--- config.mk ---
export PLATFORM = sky130hd
export DESIGN_NAME = pipelined_barrel_shifter
export DESIGN_NICKNAME = d
export VERILOG_FILES = /design/src/rtl/pipelined_barrel_shifter.sv
export SDC_FILE = /design/constraint.sdc
export NUM_CORES = 1
export LEC_CHECK = 0
export CORE_MARGIN = 10
export CORE_UTILIZATION = 30
export CTS_CLUSTER_SIZE = 14
export DETAILED_ROUTE_END_ITERATION = 10
export PLACE_DENSITY = 0.56
export SETUP_SLACK_MARGIN = 0.4
export SYNTH_ARGS = -nofsm -noshare
export SYNTH_HDL_FRONTEND = slang
export SYNTH_SLANG_ARGS = --single-unit
--- constraint.sdc ---
create_clock -name clk -period 2.5 [get_ports clk]
set_clock_uncertainty 0.2 [all_clocks]
set_input_delay 0.5 -clock clk [delete_from_list [all_inputs] [get_ports clk]]
set_output_delay 0.5 -clock clk [all_outputs]
set_load 0.01 [all_outputs]
--- src/rtl/pipelined_barrel_shifter.sv ---
// Two-stage pipelined barrel shifter with valid/ready handshakes on both sides.
// Stage 1 applies the low half of the shift amount. Stage 2 applies the rest
// and holds the result for downstream. out_lost collects every discarded 1-bit
// along the way.
module pipelined_barrel_shifter #(
  parameter  int WIDTH = 8,
  localparam int SHW   = $clog2(WIDTH)
) (
  input  logic             clk,
  input  logic             rst,
  input  logic             in_valid,
  output logic             in_ready,
  input  logic [WIDTH-1:0] in_data,
  input  logic [SHW-1:0]   in_shamt,
  input  logic [1:0]       in_mode,
  output logic             out_valid,
  input  logic             out_ready,
  output logic [WIDTH-1:0] out_data,
  output logic             out_zero,
  output logic             out_lost
);

  // Shift-amount bits [SPLIT-1:0] are resolved in stage 1, the rest in stage 2.
  localparam int SPLIT = SHW / 2;

  localparam logic [1:0] MODE_SLL = 2'b00;
  localparam logic [1:0] MODE_SRL = 2'b01;
  localparam logic [1:0] MODE_SRA = 2'b10;

  // Stage 1 registers: partially shifted data plus everything stage 2 needs.
  logic             s1_valid_q, s1_valid_d;
  logic [WIDTH-1:0] s1_data_q,  s1_data_d;
  logic             s1_lost_q,  s1_lost_d;
  logic [1:0]       s1_mode_q,  s1_mode_d;
  logic [SHW-1:SPLIT] s1_shamt_q, s1_shamt_d;

  // Stage 2 registers: these drive the outputs directly.
  logic             s2_valid_q, s2_valid_d;
  logic [WIDTH-1:0] s2_data_q,  s2_data_d;
  logic             s2_zero_q,  s2_zero_d;
  logic             s2_lost_q,  s2_lost_d;

  logic s2_adv;
  logic in_fire;

  // Log-step cascade. Step gi shifts by 2**gi when its shift bit is set. The
  // chain restarts from the stage-1 registers at step SPLIT.
  logic [WIDTH-1:0] step_in       [SHW];
  logic [WIDTH-1:0] step_out      [SHW];
  logic             step_lost_in  [SHW];
  logic             step_lost_out [SHW];

  for (genvar gi = 0; gi < SHW; gi++) begin : g_step
    localparam int K = 1 << gi;

    logic [1:0]       mode;
    logic             en;
    logic [WIDTH-1:0] x;
    logic [WIDTH-1:0] shifted;
    logic             dropped;

    if (gi < SPLIT) begin : g_s1_ctl
      assign mode = in_mode;
      assign en   = in_shamt[gi];
    end else begin : g_s2_ctl
      assign mode = s1_mode_q;
      assign en   = s1_shamt_q[gi];
    end

    if (gi == 0) begin : g_first
      assign step_in[gi]      = in_data;
      assign step_lost_in[gi] = 1'b0;
    end else if (gi == SPLIT) begin : g_join
      assign step_in[gi]      = s1_data_q;
      assign step_lost_in[gi] = s1_lost_q;
    end else begin : g_chain
      assign step_in[gi]      = step_out[gi-1];
      assign step_lost_in[gi] = step_lost_out[gi-1];
    end

    assign x = step_in[gi];

    // Fixed-distance shift for this step and the bits it would push out.
    // After any earlier arithmetic step the MSB still equals the original
    // sign bit, so x[WIDTH-1] is a valid fill source in either stage.
    always_comb begin
      shifted = x;
      dropped = 1'b0;
      case (mode)
        MODE_SLL: begin
          shifted = x << K;
          dropped = |x[WIDTH-1 -: K];
        end
        MODE_SRL: begin
          shifted = x >> K;
          dropped = |x[K-1:0];
        end
        MODE_SRA: begin
          shifted = {{K{x[WIDTH-1]}}, x[WIDTH-1:K]};
          dropped = |x[K-1:0];
        end
        default: begin
          shifted = {x[K-1:0], x[WIDTH-1:K]};
          dropped = 1'b0;
        end
      endcase
    end

    assign step_out[gi]      = en ? shifted : x;
    assign step_lost_out[gi] = step_lost_in[gi] | (en & dropped);
  end

  // Handshake logic. Stage 2 moves whenever it is empty or its result leaves.
  // in_ready is gated by rst so nothing is accepted during reset.
  assign s2_adv   = !s2_valid_q || out_ready;
  assign in_ready = !rst && (!s1_valid_q || s2_adv);
  assign in_fire  = in_valid && in_ready;

  // Next-state for both stages. Registers hold their value unless the stage moves.
  always_comb begin
    s1_valid_d = s1_valid_q;
    s1_data_d  = s1_data_q;
    s1_lost_d  = s1_lost_q;
    s1_mode_d  = s1_mode_q;
    s1_shamt_d = s1_shamt_q;
    s2_valid_d = s2_valid_q;
    s2_data_d  = s2_data_q;
    s2_zero_d  = s2_zero_q;
    s2_lost_d  = s2_lost_q;

    if (in_fire) begin
      s1_valid_d = 1'b1;
      s1_data_d  = step_out[SPLIT-1];
      s1_lost_d  = step_lost_out[SPLIT-1];
      s1_mode_d  = in_mode;
      s1_shamt_d = in_shamt[SHW-1:SPLIT];
    end else if (s2_adv) begin
      s1_valid_d = 1'b0;
    end

    if (s2_adv) begin
      s2_valid_d = s1_valid_q;
      if (s1_valid_q) begin
        s2_data_d = step_out[SHW-1];
        s2_zero_d = (step_out[SHW-1] == '0);
        s2_lost_d = step_lost_out[SHW-1];
      end
    end
  end

  // Pipeline registers. The asynchronous reset empties both stages and clears the outputs.
  always_ff @(posedge clk or posedge rst) begin
    if (rst) begin
      s1_valid_q <= 1'b0;
      s1_data_q  <= '0;
      s1_lost_q  <= 1'b0;
      s1_mode_q  <= 2'b00;
      s1_shamt_q <= '0;
      s2_valid_q <= 1'b0;
      s2_data_q  <= '0;
      s2_zero_q  <= 1'b0;
      s2_lost_q  <= 1'b0;
    end else begin
      s1_valid_q <= s1_valid_d;
      s1_data_q  <= s1_data_d;
      s1_lost_q  <= s1_lost_d;
      s1_mode_q  <= s1_mode_d;
      s1_shamt_q <= s1_shamt_d;
      s2_valid_q <= s2_valid_d;
      s2_data_q  <= s2_data_d;
      s2_zero_q  <= s2_zero_d;
      s2_lost_q  <= s2_lost_d;
    end
  end

  assign out_valid = s2_valid_q;
  assign out_data  = s2_data_q;
  assign out_zero  = s2_zero_q;
  assign out_lost  = s2_lost_q;

endmodule

### Yosys cells after proc, flatten, opt, wreduce, memory -nomap -nowiden

Cells that the tools add are included.

| word-level totals | value |
|---|---|
| flip-flop bits (word level) | 25 |
| bits of input ports | 17 |
| output and inout bits | 12 |
| word-level logic and storage cells | 47 |

| cells by class | value |
|---|---|
| equality and inequality tests | 4 |
| mux-type cells | 11 |
| bitwise operators | 5 |
| reductions and logical operators | 18 |

Operators with widths:

| cell | count |
|---|---|
| one-hot mux 8 bit (3 select lines) | 3 |
| 2-to-1 mux 8 bit | 3 |
| logical NOT 8 bit | 1 |
| OR reduction 2 bit | 4 |
| OR reduction 4 bit | 2 |
| one-hot mux 1 bit (2 select lines) | 3 |
| == test 2 x 1 -> 1 bit, second input constant | 2 |
| == test 2 bit, second input constant | 2 |
| logical NOT 2 bit | 2 |
| bitwise AND 1 bit | 3 |
| logical NOT 1 bit | 3 |
| logical AND 1 bit | 2 |
| logical OR 1 bit | 2 |
| 2-to-1 mux 1 bit | 2 |
| bitwise OR 1 bit | 2 |
| AND reduction 2 bit | 1 |
| nonzero test 2 bit | 1 |

### Depth between registers and ports, before layout

| logic depth | value |
|---|---|
| word-level depth | 7 |
| depth in mapped cells | 8 |
| gate-level depth less buffers | 7 |

### Worst setup path after synthesis

Ideal clock, no wire load.

| path | value |
|---|---|
| path kind | reg2reg |
| start point | register s1_mode_q[0] (netlist: g_step[1].mode[0]) |
| end point | register s2_zero_q (netlist: out_zero) |
| library setup time | 104 ps |
| arrival time | 1930 ps |
| data required time | 2196 ps |
| path slack | 267 ps |
| cell stages (with the launch flop) | 8 |
| buffers on the path | 0 |
| clock period less this slack | 2233 ps |
| path through | dfrtp_1 inv_1 ha_1 or3_4 a221oi_4 or2_1 o2111ai_1 o41ai_2 |

| between the ends | value |
|---|---|
| word-level cells in the longest chain between the ends | 6 |
| elaborated cells on any way between the ends | 8 |
| those cells by class | eq/ne (2); mux (4); reduce/logical (2) |

Ends and longest elaborated chain:

| what | RTL line | RTL |
|---|---|---|
| start, declared | 34 | `logic [1:0] s1_mode_q, s1_mode_d;` |
| start signal, assigned | 167 | `s1_mode_q <= s1_mode_d;` |
| == test 2 bit, or another cell as far along | 89 | `case (mode)` |
| one-hot mux 8 bit (3 select lines) | 89 |  |
| 2-to-1 mux 8 bit | 109 | `assign step_out[gi] = en ? shifted : x;` |
| one-hot mux 8 bit (3 select lines) | 89 |  |
| 2-to-1 mux 8 bit * | 109 |  |
| logical NOT 8 bit * | 145 | `s2_zero_d = (step_out[SHW-1] == '0);` |
| end signal, assigned | 171 | `s2_zero_q <= s2_zero_d;` |
| end, declared | 40 | `logic s2_zero_q, s2_zero_d;` |

Every way passes the cells marked *; elsewhere a longest branch is shown, timed or not.
A chain may end at the register's enable or synchronous reset.

### Worst setup path in the final report

| path | value |
|---|---|
| start point | register s1_mode_q[1] (netlist: g_step[1].mode[1]) |
| end point | register s2_zero_q (netlist: out_zero) |

The elaborated chain is that of the path after synthesis.

==> impl_metrics.ini <==
[synth]
netlist_area_um2 = 1790
synth_most_common_cell = nand2_1
synth.top_cell.area_share = 0.349
synthCells = 199
ys_ff_latch = 25
synth_warnings = 0
avgSynthCellArea_um2 = 9.01
synth_top_area_cell = dfrtp_1
yosys.cell_types.count = 57
ys.flop_type = dfrtp_1
synthArstFlopShare = 1.00
synth_common_cells = 26 x nand2_1, 25 x dfrtp_1, 14 x nor2_1, 12 x o21ai_1, 9 x inv_1
seq_area_frac_synth = 0.349
syn-num-nets = 224
ys_top_cells_by_area = dfrtp_1 35%, ha_1 5.6%, nand2_1 5.4%, a221oi_1 3.4%, o21ai_1 3.3%
synth_edf_count = 0

[timing]
finalCritPeriodShare = 0.942
drv_slew = 0
clock.fmax_mhz = 425
hold_viol = 0
worst_slew_pin_slew_ns = 0.476
setup_viol = 0
rsz0062_at_grt = true
fin_crit_ns = 2.35
slew_headroom = 0.680
holdWs_ns = 0.291
setup_ws_ns = 0.146

[grt]
gr-usage-met1 = 0.125
grt_pass1_wl_um = 8890
globalRoute.busiestLayer = met2
globalRouteTotalUtil = 0.110
grt_pass1_vias = 1813
grt-ovfl-total = 0
grt_antenna_before_repair = 0
met3_usage = 0.0292
grt_start_max_net_pins = 26
grt_use_met2 = 0.192

[worst_setup_path]
worstSetupPathType = flip-flop to flip-flop
cp_data_required_time_ns = 2.50
cp_data_arrival_time_ns = 2.35
worst_r2r_path_depth = 8
crit_path_start_kind = flip-flop
r2r_start = g_step[1].mode[1]
r2r_setup_slack_ns = 0.15
worstSetupStartpoint = g_step[1].mode[1]
r2r-end = out_zero
cp-endpoint = out_zero
crit_path_max_fanout = 4
cp-end-kind = flip-flop

[pwr]
power.density_nw_per_um2 = 669
internal_power_w = 0.00111
comb_power_share = 0.523
p_leak_nw = 1.11
pwr-share-clk = 0.146
switching_share = 0.380
power_frac_seq = 0.331
ir_drop_mv = 0.275
total_power_w = 0.00180
p_sw_w = 0.000682

[clock_tree]
clock_sinks = 25
cts.htree.levels = 1
cts_tree = yes
numCtsBuffers = 3
clk_pin_slew_ns = 0.10
cts_buffer_depth = 2
insertion_delay_ns = 0.29
clockRootBuffer = clkbuf_8
holdBufCountCts = 0

[placement]
io_buffers = 28
finalWeightedCongestion = 0.852
dp_cells = 303
dpl.hpwl_um = 3700
place_area_um2 = 2220
dp_slack_ns = -0.0265

[finish]
fill_cells = 561
multi_input_area_um2 = 1270
syn_to_final_growth_pct = 49.6
final_nets = 280
drive_above_1_share = 0.343
antenna_cells = 0
finalInstanceArea_um2 = 2680
fin_cells = 329
seqCellArea_um2 = 628

[routing]
wl_per_cell_um = 16.0
drtIter0Drc = 117
first_pass_iters = 4
num_vias = 1748
postRouteAntennaNets = 0
drc = 0
viasPerCell = 5.31
drt-total-wl_um = 5270

[floorplan]
io_pins = 29
initial_core_util = 0.306
fp.dieArea_um2 = 9470
fp.dieW_um = 97.3
die_h_um = 97.3
core_region_area_um2 = 5850
num_rows = 28

[hold_path]
min_path_type = flip-flop to flip-flop

[run_status]
status = completed

[flow_run]
maxCapViolCount = 0
[power by group through the flow]
stage	Clock [W]	Sequential [W]	Combinational, W
final	0.000263	0.000594	0.000939
after global routing	0.000290	0.000611	0.00102
after CTS	0.000273	0.000594	0.000839
after detailed placement	0	0.000592	0.000718
after global placement	0	0.000589	0.000714
after floorplan	0	0.000597	0.000432
[critical path: stages (launching register included)]
cell	delay [ns]
dfrtp_2	0.47
inv_4	0.07
ha_4	0.17
o311a_1	0.38
a221oi_4	0.26
buf_4	0.18
a21o_2	0.11
o2111ai_2	0.12
o41ai_2	0.31
[sequential cells by signal, indices dropped and copies added, names as in the netlist]
| name | flops |
|---|---|
| s1_lost_q | 1 |
| g_step.x | 8 |
| s1_valid_q | 1 |
| out_zero | 1 |
| out_lost | 1 |
| g_step.mode | 2 |
| out_data | 8 |
| out_valid | 1 |
| s1_shamt_q | 2 |
[metal layers]
metal / part of all wire / up-vias
li1: - / 864
met1: 0.44 / 827
met2: 0.49 / 48
met3: 0.057 / 9
met4: 0.019 / 0
met5: 0 / -
[final cells by class]
class / instances / share of cell area
timing repair buffer: 64 / 0.225
tap: 75 / 0.0350
clock inverter: 1 / 0.00280
clock buffer: 3 / 0.0154
inverter: 9 / 0.0145
multi-input combinational: 152 / 0.473
sequential: 25 / 0.234
[placed cells by master (no fill, tap or decap), types with 2 or more instances in the layout]
| cell | Yosys | layout |
|---|---|---|
| a21oi_1 | 7 | 6 |
| a221o_1 | 2 | 2 |
| a221oi_2 | 1 | 7 |
| a221oi_4 | 1 | 2 |
| and2_1 | 4 | 3 |
| and3_1 | 3 | 2 |
| buf_4 | 2 | 29 |
| buf_6 | 3 | 4 |
| clkbuf_8 | 0 | 3 |
| clkdlybuf4s50_1 | 0 | 25 |
| dfrtp_1 | 25 | 23 |
| dfrtp_2 | 0 | 2 |
| dlymetal6s2s_1 | 0 | 2 |
| ha_1 | 8 | 4 |
| ha_4 | 0 | 4 |
| inv_1 | 9 | 7 |
| inv_4 | 0 | 2 |
| mux2_2 | 2 | 2 |
| nand2_1 | 26 | 25 |
| nand2b_1 | 5 | 5 |
| nand3_2 | 1 | 2 |
| nand3b_1 | 2 | 2 |
| nor2_1 | 14 | 12 |
| nor2b_1 | 4 | 3 |
| o21ai_0 | 6 | 5 |
| o21ai_1 | 12 | 13 |
| o22a_1 | 3 | 3 |
| o311ai_2 | 0 | 2 |
| o31ai_1 | 6 | 6 |
| or3_4 | 1 | 2 |
[worst min path at each step]
| stage | startpoint | slack [ns] | end | depth (start not counted) |
|---|---|---|---|---|
| 5_1_grt | out_data[7] | 0.33 | out_data[7] | 2 |
| 2_1_floorplan | s1_lost_q | 0.24 | s1_lost_q | 2 |
| 4_1_cts | out_data[2] | 0.30 | out_data[2] | 2 |
| 3_3_place_gp | out_data[4] | 0.27 | out_data[4] | 2 |
| 6_report | out_zero | 0.29 | out_zero | 2 |
| 3_5_place_dp | out_zero | 0.27 | out_zero | 2 |
[through the flow]
stage / TNS (ns) / util
after floorplan: 0 / -
after global placement: 0 / 0.380
after detailed placement: -0.0364 / 0.380
after CTS: 0 / 0.429
after global routing: 0 / 0.459
final: 0 / 0.459
[cell families after synthesis]
group                    count (synthesis)  share of synthesized area
flip-flops                              25                      0.349
adder cells (fa/ha/maj)                  8                     0.0558
AO/OA/AOI/OAI                           70                      0.306
AND/OR/NAND/NOR                         71                      0.206
buffers and inverters                   22                     0.0642
multiplexers                             3                     0.0188
[timing repair]
item,in CTS,in global routing
setup endpoints to repair,16,19
pin swaps,16,18
cloned,0,1
buffers inserted,13,8
hold endpoints to repair,0,0
resized for setup,30,20
Power figures use the tool's default switching activity.
==> patch, RTL diff (same settings) <==
Set the parameter `WIDTH` to 16 (it was 8).
--- a/src/rtl/pipelined_barrel_shifter.sv
+++ b/src/rtl/pipelined_barrel_shifter.sv
@@ -4,5 +4,5 @@
 // along the way.
 module pipelined_barrel_shifter #(
-  parameter  int WIDTH = 8,
+  parameter  int WIDTH = 16,
   localparam int SHW   = $clog2(WIDTH)
 ) (
Interface: changed (resized in_data, in_shamt and out_data); port bits go from 29 to 46. The function was not compared with the original's and may differ.
==> patch against the unedited design <==
  * The run now ends with negative setup slack left
  * Sequential cell count up 16
  * Wire length grew 94%
  * Setup slack worse by 0.20 ns
  * Total power is 81% higher
  * Sequential power increased by 67%
  * Cell area up 90%
  * Synthesized area grew 73%
  * Count of clock-buffer cells in the layout rose by 4
  * First-iteration DRC count rose by 44%
  * Final cell count increased by 94%
  * Via count grew 95%
  * Die area rose by 56%
  * Largest power group unchanged
  * Highest routed layer unchanged
==> patch: results (changes against the unedited design) <==
** Run status
- Status :: finished, violations left (was completed)
- Failing checks :: negative setup slack

** Yosys
- The count of different cell masters after synthesis is 54 (was 57).
- Top cells by instance count after synthesis: sky130_fd_sc_hd__nor2_1, sky130_fd_sc_hd__dfrtp_1, sky130_fd_sc_hd__nand2_1, sky130_fd_sc_hd__clkbuf_1, sky130_fd_sc_hd__a21oi_1 (was sky130_fd_sc_hd__nand2_1, sky130_fd_sc_hd__dfrtp_1, sky130_fd_sc_hd__nor2_1, sky130_fd_sc_hd__o21ai_1, sky130_fd_sc_hd__inv_1).
- The post-synth net total is 426 (was 224).

** GRT
- The number of global-route vias before repair was 3,278 (was 1,813).
- Global routing usage on met2 :: 21.79% (was 19.24%)
- Pin count of the biggest net entering global routing :: 42 (was 26)
- The met3 usage in global routing was 3.053% (was 2.916%).
- Global-route met1 utilization :: 16.10% (was 12.47%)

** Clocking
- Total setup buffers inserted after CTS :: 16 (was 13)
- Number of instances resized during post-cts repair :: 68 (was 30)
- CTS Buf Count :: 5 (was 3)
- Level count of the clock H-tree :: 2 (was 1)

** Place
- The global placer's final weighted congestion came to 0.9020 (was 0.8519).
- Placed standard-cell area :: 4292 µm² (was 2223 µm²)
- Count of buffers from port buffering :: 45 (was 28)
- HPWL after detailed placement :: 7383 µm (was 3704 µm)

** Timing
- The final critical-path setup slack came to -0.05523 ns (was 0.1456 ns).
- TNS Setup :: -0.05523 ns (was 0 ns)
- Total setup violations reported at the end of the flow :: 1 (was 0)
- The worst-margin pin slew was 0.5155 ns (was 0.4755 ns).

** Layout
- The fill cell total of the finished layout came to 968 (was 561).
- The net total in the final layout is 536 (was 280).

** Routing
- The vias after detailed routing came to 3,402 (was 1,748).
- Average detailed-routed wire length per instance :: 16.00 µm (was 16.01 µm)
- TritonRoute pass-1 iters :: 5 (was 4)

** Worst setup path
- The maximum fanout count along the critical path was 5 (was 4).
- The arrival time reported for the critical path endpoint came to 2.60 ns (was 2.35 ns).
- Max stage delay cell, worst path :: sky130_fd_sc_hd__or3_4 (was sky130_fd_sc_hd__dfrtp_2)

** Power and ir drop
- The worst ir drop on vdd is 0.2530 mV (was 0.2754 mV).

** Floorplanning
- Placement Rows :: 37 (was 28)
patch: changes by cell type in the layout (fill, tap and decap cells not counted), moves of 8 or more:
cell,change
sky130_fd_sc_hd__nor2_2,+9
sky130_fd_sc_hd__a21o_1,+15
sky130_fd_sc_hd__dfrtp_1,+16
sky130_fd_sc_hd__a21oi_1,+8
sky130_fd_sc_hd__nor2_1,+31
sky130_fd_sc_hd__nand2_1,+16
sky130_fd_sc_hd__a211oi_2,+11
sky130_fd_sc_hd__clkdlybuf4s50_1,+17
sky130_fd_sc_hd__buf_6,+12
sky130_fd_sc_hd__a22oi_2,+9
sky130_fd_sc_hd__buf_4,+39
patch: logic make-up (layout without fill, tap and decap cells):
logic type | after synthesis | after routing | share of synthesized area (%)
multiplexers | 5 | 5 | 1.818
flip-flops | 41 | 41 | 33.13
adder cells (fa/ha/maj) | 8 | 8 | 3.232
buffers and inverters | 42 | 153 | 5.737
AND/OR/NAND/NOR | 141 | 141 | 20.85
AO/OA/AOI/OAI | 155 | 155 | 35.23
patch: power breakdown:
group	switching (mW)	total, mW	leakage (nW)	internal, mW
sequential	0.166	0.993	0.511	0.827
clock	0.240	0.490	0.0542	0.250
combinational	0.828	1.77	1.53	0.941
patch: layer usage:
metal  share of wire (%)  wire (µm)
met1                  44       4477
met2                  50       5065
met3                 5.2        534
met4                 1.4        148
met5                   0          0
patch: path summary, 6_finish.rpt:
path / start / endpoint / slack (ns) / depth (start not counted)
worst max-delay path: g_step[2].mode[1]$_DFFE_PP0P_ / out_zero$_DFFE_PP0P_ / -0.06 / 9
worst min-delay path: out_data[3]$_DFFE_PP0P_ / out_data[3]$_DFFE_PP0P_ / 0.28 / 2
worst max register to register: g_step[2].mode[1]$_DFFE_PP0P_ / out_zero$_DFFE_PP0P_ / -0.06 / 9
worst min register to register: out_data[3]$_DFFE_PP0P_ / out_data[3]$_DFFE_PP0P_ / 0.28 / 2
max in group asynchronous: rst / g_step[2].mode[0]$_DFFE_PP0P_ / 1.25 / 3
min in group asynchronous: rst / s1_valid_q$_DFFE_PP0P_ / 0.47 / 3
patch: through the flow:
stage,total power [mW],cells,util [%]
after global placement,2.387,610,42.14
after floorplan,1.741,392,-
final,3.252,639,50.09
after detailed placement,2.415,610,42.14
after global routing,3.462,639,50.09
after CTS,3.116,635,46.92
patch: final cells by class:
class                   instances  share of cell area (%)
flip-flops and latches         41                   20.16
clock buffers                   7                   1.889
clock inverters                 1                 0.09811
multi-input cells             309                   49.03
inverters                      11                   1.104
repair buffers                134                   24.38
well taps                     136                   3.336
patch: tightest hold or removal path: cells and delay by family, from the launching register on:
kind / cells / cell delay (ns)
flops: 1 / 0.34
compound gates: 1 / 0.06
simple gates: 1 / 0.05
